**src/rtl/tinytone_pkg.sv**
```systemverilog
// Shared types and defaults for the tinytone run-time controller.
package tinytone_pkg;

  typedef enum logic [1:0] {
    ST_IDLE   = 2'd0,
    ST_SOUND  = 2'd1,
    ST_GAP    = 2'd2,
    ST_PAUSED = 2'd3
  } seq_state_e;

  localparam int unsigned CNT_BW_DEFAULT  = 24;
  localparam int unsigned IDX_BW_DEFAULT  = 6;
  localparam int unsigned SEQ_LEN_DEFAULT = 32;

  localparam logic [23:0] TEMPO_DEFAULT = 24'd2400000;
  localparam logic [23:0] GAP_DEFAULT   = 24'd240000;

endpackage

```
**src/rtl/tempo_counter.sv**
```systemverilog
// Slot counter with latched (clamped) tempo/gap and the sound->gap and
// end-of-slot compare flags.
module tempo_counter #(
  parameter int unsigned CNT_BW = 24
) (
  input  logic              clk_i,
  input  logic              rst_i,
  input  logic              load_i,
  input  logic              en_i,
  input  logic [CNT_BW-1:0] tempo_i,
  input  logic [CNT_BW-1:0] gap_i,
  output logic              gap_zero_o,
  output logic              gap_hit_o,
  output logic              slot_end_o
);

  localparam logic [CNT_BW-1:0] ONE = CNT_BW'(1);

  logic [CNT_BW-1:0] cnt_q, cnt_d;
  logic [CNT_BW-1:0] tempo_l_q, tempo_l_d;
  logic [CNT_BW-1:0] gap_l_q, gap_l_d;
  logic [CNT_BW-1:0] tempo_clamp;
  logic [CNT_BW-1:0] gap_clamp;

  // Tempo of 0 is treated as 1; gap is capped so the gate lasts >= 1 cycle.
  always_comb begin
    tempo_clamp = (tempo_i == '0) ? ONE : tempo_i;
    gap_clamp   = (gap_i > (tempo_clamp - ONE)) ? (tempo_clamp - ONE) : gap_i;
  end

  always_comb begin
    cnt_d     = cnt_q;
    tempo_l_d = tempo_l_q;
    gap_l_d   = gap_l_q;
    if (load_i) begin
      cnt_d     = '0;
      tempo_l_d = tempo_clamp;
      gap_l_d   = gap_clamp;
    end else if (en_i) begin
      cnt_d = cnt_q + ONE;
    end
  end

  always_ff @(posedge clk_i or posedge rst_i) begin
    if (rst_i) begin
      cnt_q     <= '0;
      tempo_l_q <= '0;
      gap_l_q   <= '0;
    end else begin
      cnt_q     <= cnt_d;
      tempo_l_q <= tempo_l_d;
      gap_l_q   <= gap_l_d;
    end
  end

  always_comb begin
    gap_zero_o = (gap_l_q == '0);
    gap_hit_o  = !gap_zero_o && (cnt_q == (tempo_l_q - gap_l_q - ONE));
    slot_end_o = (cnt_q == (tempo_l_q - ONE));
  end

endmodule

```
**src/rtl/note_sequencer_ctrl.sv**
```systemverilog
// Run-time sequencer: steps the note index, emits note-on, gate, busy and
// done with start/stop/pause/loop control and a programmable tempo.
module note_sequencer_ctrl
  import tinytone_pkg::*;
#(
  parameter int unsigned CNT_BW  = CNT_BW_DEFAULT,
  parameter int unsigned IDX_BW  = IDX_BW_DEFAULT,
  parameter int unsigned SEQ_LEN = SEQ_LEN_DEFAULT
) (
  input  logic              clk_i,
  input  logic              rst_i,
  input  logic              start_i,
  input  logic              stop_i,
  input  logic              pause_i,
  input  logic              loop_i,
  input  logic [CNT_BW-1:0] tempo_i,
  input  logic [CNT_BW-1:0] gap_i,
  output logic [IDX_BW-1:0] note_index_o,
  output logic              note_on_o,
  output logic              gate_o,
  output logic              busy_o,
  output logic              done_o
);

  localparam logic [IDX_BW-1:0] LAST_IDX = IDX_BW'(SEQ_LEN - 1);

  seq_state_e        state_q, state_d;
  seq_state_e        resume_q, resume_d;
  logic [IDX_BW-1:0] idx_q, idx_d;
  logic              note_on_q, note_on_d;
  logic              gate_q, gate_d;
  logic              busy_q, busy_d;
  logic              done_q, done_d;

  logic load;
  logic advance;
  logic cnt_en;
  logic gap_zero;
  logic gap_hit;
  logic slot_end;

  tempo_counter #(
    .CNT_BW(CNT_BW)
  ) u_tempo_counter (
    .clk_i      (clk_i),
    .rst_i      (rst_i),
    .load_i     (load),
    .en_i       (cnt_en),
    .tempo_i    (tempo_i),
    .gap_i      (gap_i),
    .gap_zero_o (gap_zero),
    .gap_hit_o  (gap_hit),
    .slot_end_o (slot_end)
  );

  // A pause landing on a transition cycle holds the counter there, so the
  // transition fires on the first counting cycle after release.
  always_comb begin
    cnt_en = ((state_q == ST_SOUND) || (state_q == ST_GAP)) && !stop_i &&
             !(pause_i && (gap_hit || slot_end));
  end

  always_comb begin
    state_d   = state_q;
    resume_d  = resume_q;
    idx_d     = idx_q;
    note_on_d = 1'b0;
    done_d    = 1'b0;
    load      = 1'b0;
    advance   = 1'b0;

    if (stop_i) begin
      state_d = ST_IDLE;
      idx_d   = '0;
    end else if (start_i) begin
      state_d   = ST_SOUND;
      idx_d     = '0;
      load      = 1'b1;
      note_on_d = 1'b1;
    end else begin
      case (state_q)
        ST_SOUND: begin
          if (pause_i) begin
            state_d  = ST_PAUSED;
            resume_d = ST_SOUND;
          end else if (gap_hit) begin
            state_d = ST_GAP;
          end else if (gap_zero && slot_end) begin
            advance = 1'b1;
          end
        end
        ST_GAP: begin
          if (pause_i) begin
            state_d  = ST_PAUSED;
            resume_d = ST_GAP;
          end else if (slot_end) begin
            advance = 1'b1;
          end
        end
        ST_PAUSED: begin
          if (!pause_i) begin
            state_d = resume_q;
          end
        end
        default: begin
          state_d = ST_IDLE;
        end
      endcase

      if (advance) begin
        if (idx_q != LAST_IDX) begin
          idx_d     = idx_q + IDX_BW'(1);
          state_d   = ST_SOUND;
          load      = 1'b1;
          note_on_d = 1'b1;
        end else if (loop_i) begin
          idx_d     = '0;
          state_d   = ST_SOUND;
          load      = 1'b1;
          note_on_d = 1'b1;
        end else begin
          state_d = ST_IDLE;
          done_d  = 1'b1;
        end
      end
    end

    gate_d = (state_d == ST_SOUND);
    busy_d = (state_d != ST_IDLE);
  end

  always_ff @(posedge clk_i or posedge rst_i) begin
    if (rst_i) begin
      state_q   <= ST_IDLE;
      resume_q  <= ST_SOUND;
      idx_q     <= '0;
      note_on_q <= 1'b0;
      gate_q    <= 1'b0;
      busy_q    <= 1'b0;
      done_q    <= 1'b0;
    end else begin
      state_q   <= state_d;
      resume_q  <= resume_d;
      idx_q     <= idx_d;
      note_on_q <= note_on_d;
      gate_q    <= gate_d;
      busy_q    <= busy_d;
      done_q    <= done_d;
    end
  end

  assign note_index_o = idx_q;
  assign note_on_o    = note_on_q;
  assign gate_o       = gate_q;
  assign busy_o       = busy_q;
  assign done_o       = done_q;

endmodule

```
**config.mk**
```make
export PLATFORM = sky130hd
export DESIGN_NAME = note_sequencer_ctrl
export DESIGN_NICKNAME = d
export VERILOG_FILES = /design/src/rtl/tinytone_pkg.sv /design/src/rtl/tempo_counter.sv /design/src/rtl/note_sequencer_ctrl.sv
export SDC_FILE = /design/constraint.sdc
export NUM_CORES = 1
export LEC_CHECK = 0
export ABC_AREA = 1
export CORE_ASPECT_RATIO = 0.9
export CORE_MARGIN = 3
export CORE_UTILIZATION = 56
export CTS_BUF_LIST = sky130_fd_sc_hd__clkbuf_16
export DETAILED_ROUTE_END_ITERATION = 8
export PLACE_DENSITY = 0.74
export SLEW_MARGIN = 10
export SYNTH_ARGS = -nofsm -noshare
export SYNTH_HDL_FRONTEND = slang
export SYNTH_SLANG_ARGS = --single-unit
```
**constraint.sdc**
```tcl
create_clock -name clk_i -period 4.3 [get_ports clk_i]
set_input_delay 0.86 -clock clk_i [delete_from_list [all_inputs] [get_ports clk_i]]
set_output_delay 0.86 -clock clk_i [all_outputs]
set_load 0.02 [all_outputs]
```
## After elaboration in Yosys (flattened, before gate mapping)

Cells that the tools add are included.

- Output and inout bits: 10
- Word-level logic and storage cells: 87
- Register bits: 86

- Add/subtract/negate cells: 6
- Reductions and logical operators: 19
- Order comparisons: 1
- Bitwise gates (word level): 2
- Multiplexer cells: 40
- Equal/unequal tests: 9

Operators by type and width:

| operator | count |
|---|---|
| 24-bit 2-to-1 mux | 4 |
| 24-bit by 1-bit subtractor with 24-bit output (second input constant) | 3 |
| 24-bit equality test | 2 |
| 24-bit logical NOT | 2 |
| 6-bit 2-to-1 mux | 5 |
| 24-bit by 1-bit adder with 24-bit output (second input constant) | 1 |
| 24-bit > comparator | 1 |
| 24-bit subtractor | 1 |
| 1-bit 2-to-1 mux | 19 |
| 2-bit 2-to-1 mux | 9 |
| 6-bit by 1-bit adder with 6-bit output (second input constant) | 1 |
| 6-bit by 5-bit inequality test with 1-bit output (second input constant) | 1 |
| 2-bit one-hot mux with 3 select lines | 1 |
| 2-bit nonzero test | 3 |
| 1-bit logical AND | 5 |
| 5-bit AND reduction | 1 |
| 2-bit by 1-bit equality test with 1-bit output (second input constant) | 2 |
| 2-bit equality test (second input constant) | 2 |
| 2-bit inequality test (second input constant) | 2 |
| 2-bit one-hot mux with 2 select lines | 1 |
| 4-bit nonzero test | 1 |
| 1-bit logical NOT | 3 |
| 3-bit nonzero test | 1 |
| 1-bit logical OR | 2 |
| 3 further kinds | 4 |

## Logic depth before layout (Yosys ltp)

- Word-level depth: 13
- Gate-level depth with buffers: 27

## Cells and area by module

Synthesis repeated with hierarchy kept, for this count alone.

- Cell total of the unflattened synthesis: 1255
- Area, all modules: 8101.5 um^2

Modules (own cells, without submodules):

| module | cells an instance | area each (um^2) | seq. area each (um^2) | times used |
|---|---|---|---|---|
| tempo_counter | 1150 | 7221.9 | 1801.7 | 1 |
| note_sequencer_ctrl | 105 | 879.6 | 351.6 | 1 |

## Worst setup path before layout

Ideal clock, no wire load.

- Path kind: in2reg
- From: input port tempo_i[4]
- To: register u_tempo_counter.gap_l_q[15]
- Buffers on the path: 2
- Library setup time: 0.121 ns
- Stages on the path: 24
- Slack: 0.161 ns
- Data required time: 4.179 ns
- Data arrival time: 4.017 ns
- Cell sequence: inv_1 > nand3_1 > nor4_1 > nand3b_1 > nand2_1 > inv_1 > ha_1 > inv_1 > nor2_1 > inv_1 > nor3_1 > nand3_1 > xor2_1 > inv_1 > ha_1 > nand4_1 > nor3_1 > nand2_1 > o22ai_1 > clkbuf_1 > clkbuf_1 > o21ai_0 > nand2_1 > o21ai_1

- Cells in the longest elaborated chain, start to end: 5

RTL lines:

| element | line | RTL |
|---|---|---|
| start, declared | note_sequencer_ctrl.sv:16 | `input logic [CNT_BW-1:0] tempo_i,` |
| 24-bit logical NOT | tempo_counter.sv:27 | `tempo_clamp = (tempo_i == '0) ? ONE : tempo_i;` |
| 24-bit 2-to-1 mux * | tempo_counter.sv:27 |  |
| 24-bit by 1-bit subtractor with 24-bit output * | tempo_counter.sv:28 | `gap_clamp = (gap_i > (tempo_clamp - ONE)) ? (tempo_clamp - ONE) : gap_i;` |
| 24-bit > comparator | tempo_counter.sv:28 |  |
| 24-bit 2-to-1 mux * | tempo_counter.sv:28 |  |
| end signal, assigned | tempo_counter.sv:52 | `gap_l_q <= gap_l_d;` |
| end, declared | tempo_counter.sv:21 | `logic [CNT_BW-1:0] gap_l_q, gap_l_d;` |

Mark *: on every way between the ends. The rest lies on a longest branch, timed or not.
A chain may end at the register's enable or synchronous reset.

## Worst setup path after layout

- From: input port tempo_i[6]
- To: register u_tempo_counter.gap_l_q[22]

Same word-level chain as after synthesis.

==> key figures <==
Logic synthesis
  – Syn nets: around 1500
  – Yosys warnings: 0
  – Flops & latches, synth: 86
  – Post-synthesis mux area share: 0%
  – Synth area leaders: dfrtp_1 24%, nand2_1 18%, inv_1 8.6%, ha_1 7.8%, nor2_1 7.2%
  – Synth Area in Simple Gates: 39.7%
  – Sequential area share after synthesis: about a quarter
  – Post-synthesis xor/xnor area fraction: between 8 and 9%
  – Post-synth ARST share: 100%
  – Post-synth top cells: 429 x nand2_1, 201 x inv_1, 170 x nor2_1, 116 x nand3_1, 85 x dfrtp_1
  – Syn Area/Cell: between 6 and 7 um2
  – Top cell type's share of synthesized area: approximately a quarter
  – Compound-cell area share of the yosys netlist: 7.84%
  – Yosys cell types: 44
  – Area leader, netlist: dfrtp_1
  – Largest family of logic cells by synthesized area: simple AND/OR/NAND/NOR gates
  – Synthesized area: 8800 um2
  – Number of synthesized flops with an enable pin: 0
  – Adder and majority cell fraction of the synthesized area: between 8 and 9%
  – Cell with the most instances after synthesis: nand2_1
  – Ys flop type: dfrtp_1
  – Cell count after synthesis: 1420

Clock tree
  – CTS Buf Count: 9
  – CTS Root Cell: clkbuf_16
  – Worst-path clk slew: approximately 70 ps
  – Max H-tree Level: 3
  – Hold Buf Count CTS: 0
  – CTS tree: yes
  – Max Buffers Root-to-Sink: 2
  – Clk_lat worst skew: about 350 ps
  – Num Clock Sinks: 86

Drt
  – First-pass DRT Iterations: 5
  – Final WL: ~28000 um
  – Routed via count: between 9000 and 10000
  – DRT iter0 DRCs: 853
  – Vias/cell: 5.45
  – Post-DR wirelength/cell: around 16 um
  – Drt drc: 0
  – Post-DRT Antenna Nets: 0

Critical path
  – Crit start category: input pin
  – Max stage delay cell, worst path: clkdlybuf4s50_1
  – Worst path arrival time: ~4400 ps
  – Worst path buffer plus inverter count: 7
  – Top cell by count, worst path: nand2_1
  – Max incr delay on CP: 520 ps
  – Critical Path RT: around 4500 ps
  – Crit end category: register
  – Top Family by Delay on Critical Path: buffers and inverters
  – Kind of critical path: in2reg
  – CP Max Fanout: 8
  – Reg-to-reg startpoint: u_tempo_counter.tempo_l_q[0]
  – Crit path from: tempo_i[6]

Place
  – RePlAce Congestion: between 0.9 and 1
  – DP Wirelength: 22300 um
  – Post-DP Area: 9910 um2
  – Post-Place Cells: about 1700
  – # port buffers: 63
  – Pre-CTS worst setup slack: -399 ps

STA
  – Final setup violation count: 0
  – Worst setup margin: approximately 170 ps
  – Fmax: roughly 240 MHz
  – Crit path time final: 4130 ps
  – Slew Limit Fails: 0
  – Period utilization: a little over nine tenths
  – Worst-Margin Slew: just under 900 ps
  – Max Clock Skew: 11.4 ps
  – Final Hold Fails: 0
  – Slew headroom: 41.5%
  – TNS Setup: 0 ps

Final layout
  – Fill count: ~1400
  – Ratio of cells with drive above 1 in the final layout: 8.08%
  – Antenna diode count: 0
  – Final std cells w/o fill: roughly 1700
  – Register Area: around 2200 um2
  – Layout area overhead: 18.6%
  – Multi-input gate area: roughly 5700 um2
  – Fin util: 69.5%
  – Fin area: 10400 um2
  – Final nets: 1628

Global route
  – Initial antenna violation count: 0
  – All-Layer GR Usage: 31.4%
  – Largest net degree at the start of global routing: between 50 and 60
  – Overflow after GRT: 0
  – First-pass GRT wire length: 44000 um
  – Vias in the first global route: 8688

Die
  – Core Area: around 15000 um2
  – Initial Util: about three fifths
  – Die height: about 120 um
  – Row cnt: between 40 and 50
  – Die Wd: around 140 um
  – Die ar.: between 15000 and 20000 um2
  – I/O Pins: 64

Run status
  – Outcome: completed

Power and ir drop
  – Leak pwr: between 5 and 6 nW
  – Maximum vdd drop: about 220 uV
  – PwrDens: roughly 320 nW/um2

Run
  – Max_cap viols: 0

Hold path
  – Worst Hold Class: reg2reg
  – Worst hold start: resume_q[1]
[area by class of cell]
type | count | area share [%]
inverters | 203 | 7.32
multi-input cells | 1089 | 55.0
clock inverters | 7 | 0.887
well taps | 198 | 2.37
flip-flops and latches | 86 | 20.6
clock buffers | 9 | 2.16
repair buffers | 129 | 11.7
[stage by stage]
| step | hold slack (ps) | power, mW |
|---|---|---|
| CTS | 511 | 3.25 |
| finish | 512 | 3.32 |
| floorplan | 464 | 2.01 |
| global route | 531 | 3.57 |
| global placement | 488 | 2.39 |
| detailed placement | 494 | 2.42 |
[final timing paths]
path                                                 endpoint  slack, ps  cells after the start
min in group asynchronous       u_tempo_counter.tempo_l_q[16]        970                      2
max in group asynchronous                         resume_q[0]       2420                      3
worst max-delay path              u_tempo_counter.gap_l_q[22]        170                     28
worst max register to register    u_tempo_counter.gap_l_q[14]        620                     19
worst min register to register                    resume_q[1]        510                      1
worst min-delay path                              resume_q[1]        510                      1
[metal layers]
layer | GRT usage [%] | part of all wire [%]
met5 | 0 | 0
met4 | 13.2 | 4.3
met3 | 5.80 | 8.2
met2 | 47.9 | 43
met1 | 44.0 | 45
[report_power, final]
part	internal [mW]	switching, mW	total [mW]
clock network	0.466	0.374	0.840
registers	0.886	0.0828	0.969
logic	0.558	0.953	1.51
[flip-flops by register name, summed over array words and instances, names as in the netlist]
register	flops
u_tempo_counter.cnt_q	24
u_tempo_counter.gap_l_q	24
u_tempo_counter.tempo_l_q	24
note_index_o	6
resume_q	2
state_q	2
busy_o	1
done_o	1
gate_o	1
note_on_o	1
[logic make-up after synthesis]
logic type,after synthesis
XOR/XNOR,85
AND/OR/NAND/NOR,820
buffers and inverters,245
adder cells (fa/ha/maj),56
AO/OA/AOI/OAI,128
flip-flops,86
[cells in the final DEF (no fill, tap or decap), types with 4 or more instances in the layout]
master,instances
a21oi_1,33
buf_4,59
clkbuf_16,12
clkdlybuf4s50_1,60
dfrtp_1,85
ha_1,54
inv_1,198
nand2_1,427
nand2_2,6
nand3_1,116
nand3b_1,9
nand4_1,43
nor2_1,166
nor2_2,9
nor3_1,19
nor4_1,10
o21ai_0,28
o21ai_1,50
o21ai_2,5
o21bai_1,4
xnor2_1,15
xor2_1,68
[timing repair]
action	4_1_cts	5_1_grt
gates resized for setup	1	35
pin swaps	0	9
endpoints found under the setup margin	16	24
cloned	0	4
setup buffers	0	3
(Power assumes the default switching activity.)
